## src/rtl/decode_buffer_if.sv

```systemverilog
// Fetch-to-decode and decode-to-execute signal bundle for decode_buffer.
// The design takes the slave view; the fetch/ex environment takes the master view.
interface decode_buffer_if;
    logic        valid_de0;
    logic [31:0] instr_de0;
    logic        stall_de1;
    logic        stall_ex0;
    logic        valid_de1;
    logic [31:0] instr_de1;
    logic [6:0]  opcode_de1;
    logic [4:0]  rd_de1;
    logic [4:0]  rs1_de1;
    logic [4:0]  rs2_de1;
    logic [2:0]  funct3_de1;
    logic [6:0]  funct7_de1;
    logic [31:0] imm_de1;
    logic        illegal_de1;
    logic        overflow_err;

    modport slave (
        input  valid_de0, instr_de0, stall_ex0,
        output stall_de1, valid_de1, instr_de1, opcode_de1,
        output rd_de1, rs1_de1, rs2_de1, funct3_de1, funct7_de1,
        output imm_de1, illegal_de1, overflow_err
    );

    modport master (
        output valid_de0, instr_de0, stall_ex0,
        input  stall_de1, valid_de1, instr_de1, opcode_de1,
        input  rd_de1, rs1_de1, rs2_de1, funct3_de1, funct7_de1,
        input  imm_de1, illegal_de1, overflow_err
    );
endinterface

```

## src/rtl/decode_buffer.sv

```systemverilog
// Decode-stage front end: in-order skid queue, RV32I field decode and
// a registered de1 output with a queue-bypass path when the queue is empty.
module decode_buffer #(
    parameter int DEPTH = 4,
    parameter int SKID  = 2
) (
    input  logic           clk,
    input  logic           reset,
    decode_buffer_if.slave bus
);
    localparam int AW = $clog2(DEPTH);
    localparam logic [AW:0] FULL_CNT  = (AW+1)'(DEPTH);
    localparam logic [AW:0] STALL_CNT = (AW+1)'(DEPTH - SKID);

    logic [31:0] mem [DEPTH];
    logic [AW-1:0] rd_ptr;
    logic [AW-1:0] wr_ptr;
    logic [AW:0]   count;

    logic        valid_q;
    logic [31:0] instr_q;
    logic [31:0] imm_q;
    logic        illegal_q;
    logic        overflow_q;

    logic        load_en;
    logic        empty;
    logic        full;
    logic        pop;
    logic        bypass;
    logic        push_req;
    logic        push;
    logic [31:0] src;
    logic [31:0] dec_imm;
    logic        dec_illegal;

    assign load_en  = !valid_q || !bus.stall_ex0;
    assign empty    = (count == '0);
    assign full     = (count == FULL_CNT);
    assign pop      = load_en && !empty;
    assign bypass   = load_en && empty && bus.valid_de0;
    assign push_req = bus.valid_de0 && !bypass;
    // A full queue still accepts a write when the head leaves this cycle.
    assign push     = push_req && (!full || pop);
    assign src      = pop ? mem[rd_ptr] : bus.instr_de0;

    always_comb begin
        dec_imm     = '0;
        dec_illegal = 1'b0;
        case (src[6:0])
            7'b0010011, 7'b0000011, 7'b1100111:
                dec_imm = {{20{src[31]}}, src[31:20]};
            7'b0100011:
                dec_imm = {{20{src[31]}}, src[31:25], src[11:7]};
            7'b1100011:
                dec_imm = {{19{src[31]}}, src[31], src[7],
                           src[30:25], src[11:8], 1'b0};
            7'b0110111, 7'b0010111:
                dec_imm = {src[31:12], 12'h000};
            7'b1101111:
                dec_imm = {{11{src[31]}}, src[31], src[19:12],
                           src[20], src[30:21], 1'b0};
            7'b0110011, 7'b0001111, 7'b1110011:
                dec_imm = '0;
            default:
                dec_illegal = 1'b1;
        endcase
    end

    always_ff @(posedge clk) begin
        if (push) mem[wr_ptr] <= bus.instr_de0;
    end

    always_ff @(posedge clk or negedge reset) begin
        if (!reset) begin
            rd_ptr     <= '0;
            wr_ptr     <= '0;
            count      <= '0;
            overflow_q <= 1'b0;
        end else begin
            if (push) wr_ptr <= wr_ptr + 1'b1;
            if (pop)  rd_ptr <= rd_ptr + 1'b1;
            case ({push, pop})
                2'b10:   count <= count + 1'b1;
                2'b01:   count <= count - 1'b1;
                default: count <= count;
            endcase
            if (push_req && full && !pop) overflow_q <= 1'b1;
        end
    end

    always_ff @(posedge clk or negedge reset) begin
        if (!reset) begin
            valid_q   <= 1'b0;
            instr_q   <= '0;
            imm_q     <= '0;
            illegal_q <= 1'b0;
        end else if (load_en) begin
            if (pop || bypass) begin
                valid_q   <= 1'b1;
                instr_q   <= src;
                imm_q     <= dec_imm;
                illegal_q <= dec_illegal;
            end else begin
                valid_q   <= 1'b0;
            end
        end
    end

    assign bus.stall_de1    = (count >= STALL_CNT);
    assign bus.valid_de1    = valid_q;
    assign bus.instr_de1    = instr_q;
    assign bus.opcode_de1   = instr_q[6:0];
    assign bus.rd_de1       = instr_q[11:7];
    assign bus.rs1_de1      = instr_q[19:15];
    assign bus.rs2_de1      = instr_q[24:20];
    assign bus.funct3_de1   = instr_q[14:12];
    assign bus.funct7_de1   = instr_q[31:25];
    assign bus.imm_de1      = imm_q;
    assign bus.illegal_de1  = illegal_q;
    assign bus.overflow_err = overflow_q;
endmodule

```

## src/flat_wrapper.sv

```systemverilog
// flat-port wrapper written by rule: the top's interface ports become plain ports
module decode_buffer_flat 
#(
    parameter int DEPTH = 4,
    parameter int SKID  = 2
)
  (clk, reset, bus_valid_de0, bus_instr_de0, bus_stall_ex0, bus_stall_de1, bus_valid_de1, bus_instr_de1, bus_opcode_de1, bus_rd_de1, bus_rs1_de1, bus_rs2_de1, bus_funct3_de1, bus_funct7_de1, bus_imm_de1, bus_illegal_de1, bus_overflow_err);
  decode_buffer_if bus_i ();
  input  logic clk;
  input  logic reset;
  input wire logic [$bits(bus_i.valid_de0)-1:0] bus_valid_de0;
  input wire logic [$bits(bus_i.instr_de0)-1:0] bus_instr_de0;
  input wire logic [$bits(bus_i.stall_ex0)-1:0] bus_stall_ex0;
  output wire logic [$bits(bus_i.stall_de1)-1:0] bus_stall_de1;
  output wire logic [$bits(bus_i.valid_de1)-1:0] bus_valid_de1;
  output wire logic [$bits(bus_i.instr_de1)-1:0] bus_instr_de1;
  output wire logic [$bits(bus_i.opcode_de1)-1:0] bus_opcode_de1;
  output wire logic [$bits(bus_i.rd_de1)-1:0] bus_rd_de1;
  output wire logic [$bits(bus_i.rs1_de1)-1:0] bus_rs1_de1;
  output wire logic [$bits(bus_i.rs2_de1)-1:0] bus_rs2_de1;
  output wire logic [$bits(bus_i.funct3_de1)-1:0] bus_funct3_de1;
  output wire logic [$bits(bus_i.funct7_de1)-1:0] bus_funct7_de1;
  output wire logic [$bits(bus_i.imm_de1)-1:0] bus_imm_de1;
  output wire logic [$bits(bus_i.illegal_de1)-1:0] bus_illegal_de1;
  output wire logic [$bits(bus_i.overflow_err)-1:0] bus_overflow_err;
  assign bus_i.valid_de0 = bus_valid_de0;
  assign bus_i.instr_de0 = bus_instr_de0;
  assign bus_i.stall_ex0 = bus_stall_ex0;
  assign bus_stall_de1 = bus_i.stall_de1;
  assign bus_valid_de1 = bus_i.valid_de1;
  assign bus_instr_de1 = bus_i.instr_de1;
  assign bus_opcode_de1 = bus_i.opcode_de1;
  assign bus_rd_de1 = bus_i.rd_de1;
  assign bus_rs1_de1 = bus_i.rs1_de1;
  assign bus_rs2_de1 = bus_i.rs2_de1;
  assign bus_funct3_de1 = bus_i.funct3_de1;
  assign bus_funct7_de1 = bus_i.funct7_de1;
  assign bus_imm_de1 = bus_i.imm_de1;
  assign bus_illegal_de1 = bus_i.illegal_de1;
  assign bus_overflow_err = bus_i.overflow_err;
  decode_buffer #(.DEPTH(DEPTH), .SKID(SKID)) u_core (.clk(clk), .reset(reset), .bus(bus_i));
endmodule
```

## config.mk

```make
export PLATFORM = sky130hd
export DESIGN_NAME = decode_buffer_flat
export DESIGN_NICKNAME = d
export VERILOG_FILES = /design/src/rtl/decode_buffer_if.sv /design/src/rtl/decode_buffer.sv /design/src/flat_wrapper.sv
export SDC_FILE = /design/constraint.sdc
export NUM_CORES = 1
export LEC_CHECK = 0
export BUFFER_PORTS_ARGS = -buffer_cell sky130_fd_sc_hd__buf_2
export CORE_MARGIN = 2
export CORE_UTILIZATION = 35
export CTS_CLUSTER_DIAMETER = 60
export DETAILED_ROUTE_END_ITERATION = 16
export SETUP_SLACK_MARGIN = 0.3
export SYNTH_ARGS = -nofsm -noshare
export SYNTH_HDL_FRONTEND = slang
export SYNTH_SLANG_ARGS = --single-unit
```

## constraint.sdc

```tcl
create_clock -name clk -period 5.85 [get_ports clk]
set_input_delay 1.17 -clock clk [delete_from_list [all_inputs] [get_ports clk]]
set_output_delay 1.17 -clock clk [all_outputs]
set_load 0.02 [all_outputs]
```

==> results.py <==
metrics = {
    "power_and_ir_drop": {
        "power.leakage_uw": 0.004046,
        "power_density_nw_per_um2": 524.9,
        "vdd_drop_max_mv": 0.2328,
        "p_total_uw": 5295,
    },
    "critical_path": {
        "critical_path_class": "in2reg",
        "crit_required_ns": 6.24,
        "arrival_ns": 3.79,
        "start_kind": "primary input",
        "cp_max_fo": 20,
        "worstSetupEndpointType": "flip-flop",
    },
    "drt": {
        "first_iter_violations": 348,
        "drc": 0,
        "postRouteAntennaNets": 0,
        "wl_um": 19850,
        "wl_per_cell_um": 18.60,
        "vias_per_cell": 4.943,
        "dr.pass1.iters": 5,
        "vias": 5274,
    },
    "placed_design": {
        "port_buffers": 135,
        "gp_congestion": 0.8097,
        "hpwlAfterDp_um": 13690,
        "dp_slack_ns": 1.974,
        "dpl_cell_area_sq_um": 9468,
    },
    "sta": {
        "holdWs_ns": 0.4849,
        "finalCriticalPeriod_ns": 3.403,
        "finalCritPeriodShare_pct": 58.17,
        "fin_ws_ns": 2.447,
        "finalSetupTns_ns": 0,
        "relSlewSlack_pct": 20.67,
        "hold_viol": 0,
        "finalSetupViolCount": 0,
        "rsz0062_at_grt": "false",
        "clock-skew-final_ns": 0.01043,
        "max_clock_freq_ghz": 0.2939,
        "slew_viol_final": 0,
        "tightest_slew_ns": 1.181,
    },
    "layout": {
        "final_common_cell": "buf_2",
        "most-common-layout-cells": "buf_2, edfxtp_1, nand2_1",
        "syn2layout_area_growth_pct": 16.15,
        "nets": 767,
        "drive_gt1_share_pct": 28.69,
        "final_area_sq_um": 10090,
    },
    "synthesis": {
        "ys_seq_area_share_pct": 65.58,
        "syn_nets": 665,
        "synthArstFlopShare_pct": 36.63,
        "synth_edf_count": 128,
        "yosys.area.top_type": "edfxtp_1",
        "netlist.area_leader.share_pct": 44.26,
        "syn_avg_cell_area_sq_um": 13.92,
        "ys_types": 56,
        "synth-main-ff-cell": "edfxtp_1",
        "yosys_warnings": 0,
        "ys_ff_latch": 202,
        "synthCells": 624,
        "synth.top_cells.by_area": "edfxtp_1, dfrtp_1, mux4_2, nand2_1, buf_4",
        "syn_area_sq_um": 8685,
    },
    "clock_tree": {
        "clock-sinks": 202,
        "cts_made_buffers": 21,
        "cts.clk_slew.worst_paths_ns": 0.06,
        "cts_tree": "done",
        "clk_latency_ns": 0.49,
        "clk_path_buf_depth": 3,
        "root_buffer": "clkbuf_16",
        "cts_resized": 0,
        "ctsHoldBuffers": 0,
        "post_cts_buffers": 0,
        "htree_num_levels": 1,
    },
    "floorplanning": {
        "core-area_sq_um": 24320,
        "die_w_um": 161.5,
        "pin_count": 136,
        "die_area_sq_um": 26090,
        "die_h_um": 161.5,
        "start_util_pct": 35.71,
        "rows": 57,
    },
    "worst_hold_path": {
        "hp-class": "reg2reg",
    },
    "run_status": {
        "status": "finished, final reports clean",
    },
    "global_route": {
        "track_usage_pct": 15.23,
        "grt_pass1_vias": 5214,
        "grt_pass1_wl_um": 30860,
        "grt.overflow.total": 0,
        "antenna_found_initial": 3,
        "grt_max_degree": 75,
    },
    "job": {
        "drv_cap": 0,
    },
}
-- synthesized netlist by cell type, types with 2 or more instances --
cell type and instances:
edfxtp_1 128, nand2_1 124, dfrtp_1 74, buf_4 34
mux4_2 25, nor2_1 23, clkbuf_1 19, o21ai_0 19
nor3_1 16, mux2i_1 15, a21oi_1 14, nor4_1 13
o31ai_1 13, and2_1 9, buf_2 9, inv_1 8
mux4_1 7, o211a_1 6, o21a_1 6, xnor2_1 5
a31oi_1 4, ha_1 4, nand3_1 4, nand4_1 4
o22ai_1 4, buf_1 3, a211oi_1 2, a21oi_2 2
a22o_1 2, buf_6 2
-- power breakdown --
part           total [uW]  internal [uW]  switching (uW)
Clock                1200            687             514
Combinational        1980            706            1270
Sequential           2120           1920             202
-- logic make-up after synthesis --
logic type / share of synthesized area, %
AOI/OAI and AO/OA: 7.377
xor gates and xnor gates: 0.6051
adders and majority gates: 0.8068
buffers and inverters: 5.014
DFF: 65.58
muxes: 10.33
and+or+nand+nor: 10.29
-- per-stage QoR --
stage / cells / utilization, %
2_1_floorplan: 624 / -
3_3_place_gp: 1027 / 38.93
3_5_place_dp: 1027 / 38.93
5_1_grt: 1063 / 41.44
6_report: 1067 / 41.48
4_1_cts: 1063 / 41.44
-- critical path: stages --
cell and delay, ns:
buf_2 0.09, nand2_1 0.21, nand2_1 0.61, a32oi_1 0.12
buf_4 0.24, nor3_1 0.96, nor4_1 0.12, o31ai_1 0.25
-- layout make-up --
class                      count  area [sq um]
fill                        2221         14230
sequential                   202          5697
multi-input combinational    347          2575
timing repair buffer         146         760.7
clock buffer                  31         583.1
tap                          324         405.4
inverter                       8         30.03
clock inverter                 5         26.28
antenna                        4         10.01
-- state kept, by name, indices dropped and copies added, names as in the netlist --
name                     count
u_core.bus.illegal_de1       1
u_core.bus.imm_de1          32
u_core.rd_ptr                2
u_core.bus.valid_de1         1
u_core.mem                 128
u_core.count                 3
u_core.bus.overflow_err      1
u_core.wr_ptr                2
u_core.bus.instr_de1        32
-- worst paths after layout --
kind                                                          from                                 end  slack (ns)  cells after the start
worst min-delay path            u_core.bus.imm_de1[20]$_DFFE_PN0P_  u_core.bus.imm_de1[20]$_DFFE_PN0P_        0.48                      2
worst max register to register         u_core.count[0]$_DFFE_PN0P_  u_core.bus.imm_de1[25]$_DFFE_PN0P_        2.47                      7
max in group asynchronous                                    reset  u_core.bus.imm_de1[18]$_DFFE_PN0P_        4.40                      1
worst min register to register  u_core.bus.imm_de1[20]$_DFFE_PN0P_  u_core.bus.imm_de1[20]$_DFFE_PN0P_        0.48                      2
min in group asynchronous                                    reset    u_core.bus.valid_de1$_DFFE_PN0P_        0.81                      1
worst max-delay path                                 bus_stall_ex0  u_core.bus.imm_de1[25]$_DFFE_PN0P_        2.45                      8
-- routing by layer --
metal	global-route usage [%]	routed length, um	up-vias
met2	23.52	9006	145
li1	-	-	2490
met3	2.851	1178	31
met4	4.870	448	0
met5	0	0	-
met1	21.84	9213	2608
Power figures use the tool's default switching activity.
